## config.mk

```make
export PLATFORM = sky130hd
export DESIGN_NAME = mux_pipe_stage
export DESIGN_NICKNAME = d
export VERILOG_FILES = /design/src/rtl/mux_pipe_stage.sv
export SDC_FILE = /design/constraint.sdc
export NUM_CORES = 1
export LEC_CHECK = 0
export CAP_MARGIN = 20
export CORE_UTILIZATION = 39
export DETAILED_ROUTE_END_ITERATION = 7
export GPL_ROUTABILITY_DRIVEN = 0
export GPL_TIMING_DRIVEN = 0
export PLACE_DENSITY = 0.76
export SYNTH_ARGS = -nofsm -noshare
export SYNTH_HDL_FRONTEND = slang
export SYNTH_SLANG_ARGS = --single-unit
export TNS_END_PERCENT = 5
```

## constraint.sdc

```tcl
create_clock -name clk -period 4.72 [get_ports clk]
set_clock_uncertainty 0.2 [all_clocks]
set_input_delay 0.944 -clock clk [delete_from_list [all_inputs] [get_ports clk]]
set_output_delay 0.944 -clock clk [all_outputs]
set_load 0.03 [all_outputs]
```

## src/rtl/mux_pipe_stage.sv

```systemverilog
// rtl/mux_pipe_stage.sv - NUM_IN:1 source-select mux into a registered valid/ready stage with 2-entry skid
// Optional range check on in_sel enabled by defining MUX_PIPE_SEL_CHECK_EN.
module mux_pipe_stage #(
  parameter int WIDTH = 32,
  parameter int NUM_IN = 4,
  localparam int SEL_W = $clog2(NUM_IN)
) (
  input  logic                    clk,
  input  logic                    reset,
  input  logic [NUM_IN*WIDTH-1:0] in_data,
  input  logic [SEL_W-1:0]        in_sel,
  input  logic                    in_valid,
  output logic                    in_ready,
  input  logic                    flush,
  output logic [WIDTH-1:0]        out_data,
  output logic                    out_valid,
  input  logic                    out_ready,
  output logic [1:0]              occupancy,
  output logic                    sel_err
);

  typedef enum logic [1:0] {
    EMPTY = 2'd0,
    ONE   = 2'd1,
    FULL  = 2'd2
  } state_t;

  state_t           r_state;
  logic [WIDTH-1:0] r_main;
  logic [WIDTH-1:0] r_skid;
  logic [WIDTH-1:0] w_mux;
  logic             w_in_fire;
  logic             w_out_fire;

  // Unmatched (out-of-range) selects fall through to input 0.
  always_comb begin
    w_mux = in_data[WIDTH-1:0];
    for (int i = 1; i < NUM_IN; i++) begin
      if (in_sel == SEL_W'(i)) begin
        w_mux = in_data[i*WIDTH +: WIDTH];
      end
    end
  end

  assign in_ready   = (r_state != FULL);
  assign out_valid  = (r_state != EMPTY);
  assign out_data   = r_main;
  assign occupancy  = r_state;
  assign w_in_fire  = in_valid & in_ready;
  assign w_out_fire = out_valid & out_ready;

  always_ff @(posedge clk) begin
    if (reset) begin
      r_state <= EMPTY;
      r_main  <= '0;
      r_skid  <= '0;
    end else if (flush) begin
      r_state <= EMPTY;
    end else begin
      case (r_state)
        EMPTY: begin
          if (w_in_fire) begin
            r_main  <= w_mux;
            r_state <= ONE;
          end
        end
        ONE: begin
          if (w_in_fire && w_out_fire) begin
            r_main <= w_mux;
          end else if (w_out_fire) begin
            r_state <= EMPTY;
          end else if (w_in_fire) begin
            r_skid  <= w_mux;
            r_state <= FULL;
          end
        end
        FULL: begin
          // Skid drains into main so the older beat always leaves first.
          if (w_out_fire) begin
            r_main  <= r_skid;
            r_state <= ONE;
          end
        end
        default: r_state <= EMPTY;
      endcase
    end
  end

`ifdef MUX_PIPE_SEL_CHECK_EN
  logic r_sel_err;
  logic w_sel_oob;

  assign w_sel_oob = (32'(in_sel) >= NUM_IN);

  // Sticky until reset; flush deliberately leaves it alone.
  always_ff @(posedge clk) begin
    if (reset) begin
      r_sel_err <= 1'b0;
    end else if (w_in_fire && w_sel_oob) begin
      r_sel_err <= 1'b1;
    end
  end

  assign sel_err = r_sel_err;
`else
  assign sel_err = 1'b0;
`endif

endmodule

```

==> out/qor.csv, run 1 <==
metric,value,unit
hold-fix buffers at CTS,0,
worst slew pin tran,620.8,ps
Initial DRC Count,183,
Setup crit start kind,flip-flop,
RSZ-0062 raised after global routing,false,
final routed DRC violation total,0,
Tcrit/Tclk final,69.93,%
row cnt,35,
HPWL after detailed placement,9.245,mm
remaining antenna violation count,0,
Post-CTS Resized,0,
Setup Crit Path Kind,reg2out,
"most common cell after layout, fill and taps aside",clkdlybuf4s50_1,
largest net degree at the start of global routing,11,
Die Height,100.3,um
via count,3945,
Peak VDD IR,140.9,uV
status,"finished, final reports clean",
CTS sink cnt,66,
WL final,12.14,mm
most frequent cells in the layout,"167 x clkdlybuf4s50_1, 66 x dfxtp_1, 65 x nand2_1, 33 x a211oi_1",
crit path DAT,2160,ps
vias in the first global route,4017,
core area,9284,sq um
setup_tns,0,ps
"Top FF cell, synth",dfxtp_1,
WP data required,3580,ps
Lkg Pwr,1.994,nW
initial core utilization,40.62,%
via/cell ratio,5.644,
endpoints failing hold,0,
fraction of layout cells with a size suffix above 1,16.49,%
WL per Instance,17.36,um
Worst setup EP type,output port,
fill cell count,782,
Post-CTS Setup Bufs,0,
GR Overflow Total,0,
CTS tree,built,
Die Area,10070,sq um
antenna cells,0,
Synth cell types,31,
clock slew at reported path FFs,70,ps
clock tree buffer depth,2,
post-route minimum period,3301,ps
"flops & latches, synth",66,
final setup fails,0,
first-pass GRT wire length,19.32,mm
max-capacitance violation count,0,
Final #Nets,702,
area delta synth->final,53.68,%
synthesized netlist cell count,389,
number of port buffers,167,
PD cells,260.5,nW/um^2
syn_nets,524,
I/O pin count,172,
Root Buffer,clkbuf_8,
Yosys Warn Count,0,
Overall Global Routing Usage,24.50,%
initial antenna violation count,0,
max-slew violation count,0,
Async SR Flop Fraction,0,%
Pre-Repair DR Iteration Count,4,
clock latency on the worst-skew pair,330,ps
Util after Layout,62.43,%
Die Wd,100.3,um
H-Tree Depth,3,
Critical Path Fanout Max,10,
Post-synth EDFFs,0,
HP Class,reg2reg,
slew margin rel.,58.46,%
sequential-to-total area share from yosys stat,35.04,%
syn_area_per_cell,9.694,sq um
post-synthesis cell area,3771,sq um
total CTS buffers,9,
Max Clk Rate,303.0,MHz
[final cells by class]
class	instances	area [sq um]	area share, %
clock inverters	3	40.04	0.6908
plain buffers	49	275.3	4.750
repair buffers	167	1672	28.84
well taps	129	161.4	2.785
multi-input cells	272	2167	37.39
inverters	2	7.507	0.1295
flip-flops and latches	66	1321	22.80
clock buffers	11	151.4	2.612
[registers in the layout, summed over array words and instances, names as in the netlist]
signal,flops
out_data,32
occupancy,2
r_skid,32
[cell families (layout without fill, tap and decap cells)]
logic type	after synthesis	after routing	synth area share [%]
AOI/OAI and AO/OA	132	132	25.32
and+or+nand+nor	106	106	12.64
DFF	66	66	35.04
buffers and inverters	51	232	7.498
muxes	33	33	19.41
other	1	1	0.09944
[synth_stat cells (3+ instances only)]
library cell	count	area, sq um
dfxtp_1	66	1321
nand2_1	65	244.0
a211oi_1	33	247.7
a21oi_1	32	160.2
mux4_2	32	720.7
nand3_1	32	160.2
o21ai_0	27	135.1
buf_2	22	110.1
a311oi_1	20	175.2
clkbuf_1	14	52.55
a311oi_2	12	180.2
buf_6	7	78.83
o21ai_1	5	25.02
buf_1	3	11.26
buf_4	3	22.52
[stage by stage]
step | instance area [sq um] | total power [W] | cells | hold WS [ps] | worst slack, ps
global placement | 5604 | 0.001041 | 685 | 260.3 | 1815
detailed placement | 5604 | 0.001050 | 685 | 267.1 | 1779
finish | 5796 | 0.001510 | 699 | 279.4 | 1419
global route | 5796 | 0.001569 | 699 | 294.2 | 1324
CTS | 5796 | 0.001516 | 699 | 277.7 | 1413
floorplan | 3771 | 0.0008412 | 389 | 254.1 | 2430
[layer usage]
layer | up-vias | track usage, % | routed length [um]
met5 | - | 0 | 0
met4 | 0 | 10.70 | 248
met3 | 26 | 5.084 | 924
met2 | 197 | 42.47 | 6030
met1 | 1870 | 29.30 | 4933
li1 | 1852 | - | -
[final timing paths]
| path | start | endpoint | slack (ps) | cells after the start |
|---|---|---|---|---|
| worst max-delay path | occupancy[1]$_SDFFE_PP0P_ | in_ready | 1420 | 5 |
| worst min-delay path | r_skid[20]$_SDFFE_PP0P_ | r_skid[20]$_SDFFE_PP0P_ | 280 | 2 |
| worst min register to register | r_skid[20]$_SDFFE_PP0P_ | r_skid[20]$_SDFFE_PP0P_ | 280 | 2 |
| worst max register to register | occupancy[1]$_SDFFE_PP0P_ | out_data[6]$_SDFFE_PP0P_ | 2800 | 4 |
[worst max-delay path, stage by stage, from the launching register on]
cell             delay, ps
dfxtp_1                380
nor2b_1                160
buf_2                  170
inv_2                  140
buf_2                  260
clkdlybuf4s50_1        710
[report_power, final]
group | leakage, nW | internal (W) | total [W] | switching, W
registers | 0.539 | 0.000586 | 0.000603 | 0.0000173
logic | 1.35 | 0.000236 | 0.000434 | 0.000198
clock network | 0.101 | 0.000265 | 0.000473 | 0.000207
No activity file was read; power rests on OpenSTA's default activity.
==> run 2: changes to the inputs <==
==> constraint.sdc (replaced) <==
create_clock -name clk -period 3.3 [get_ports clk]
set_clock_uncertainty 0.2 [all_clocks]
set_input_delay 0.66 -clock clk [delete_from_list [all_inputs] [get_ports clk]]
set_output_delay 0.66 -clock clk [all_outputs]
set_load 0.03 [all_outputs]
==> results of run 2 <==
The final DEF is identical to that of run 1. Status: finished, final reports clean.
Among the figures that moved: setup slack after placement 1779 ps -> 643.0 ps; setup slack after layout 1419 ps -> 283.1 ps; register-to-register setup slack 2800 ps -> 1380 ps; total power 0.001510 W -> 0.002160 W; worst IR drop on VDD 140.9 uV -> 201.6 uV
==> run 3: changes to the inputs <==
--- a/config.mk
+++ b/config.mk
@@ -6,10 +6,12 @@
 export NUM_CORES = 1
 export LEC_CHECK = 0
 export CAP_MARGIN = 20
+export CORE_MARGIN = 1
 export CORE_UTILIZATION = 39
 export DETAILED_ROUTE_END_ITERATION = 7
 export GPL_ROUTABILITY_DRIVEN = 0
 export GPL_TIMING_DRIVEN = 0
+export HOLD_SLACK_MARGIN = 0.05
 export PLACE_DENSITY = 0.76
 export SYNTH_ARGS = -nofsm -noshare
 export SYNTH_HDL_FRONTEND = slang
==> results of run 3 <==
The final DEF is identical to that of run 1. Status: finished, final reports clean.
Among the figures that moved: setup slack after placement 1779 ps -> 643.0 ps; setup slack after layout 1419 ps -> 283.1 ps; register-to-register setup slack 2800 ps -> 1380 ps; total power 0.001510 W -> 0.002160 W; worst IR drop on VDD 140.9 uV -> 201.6 uV
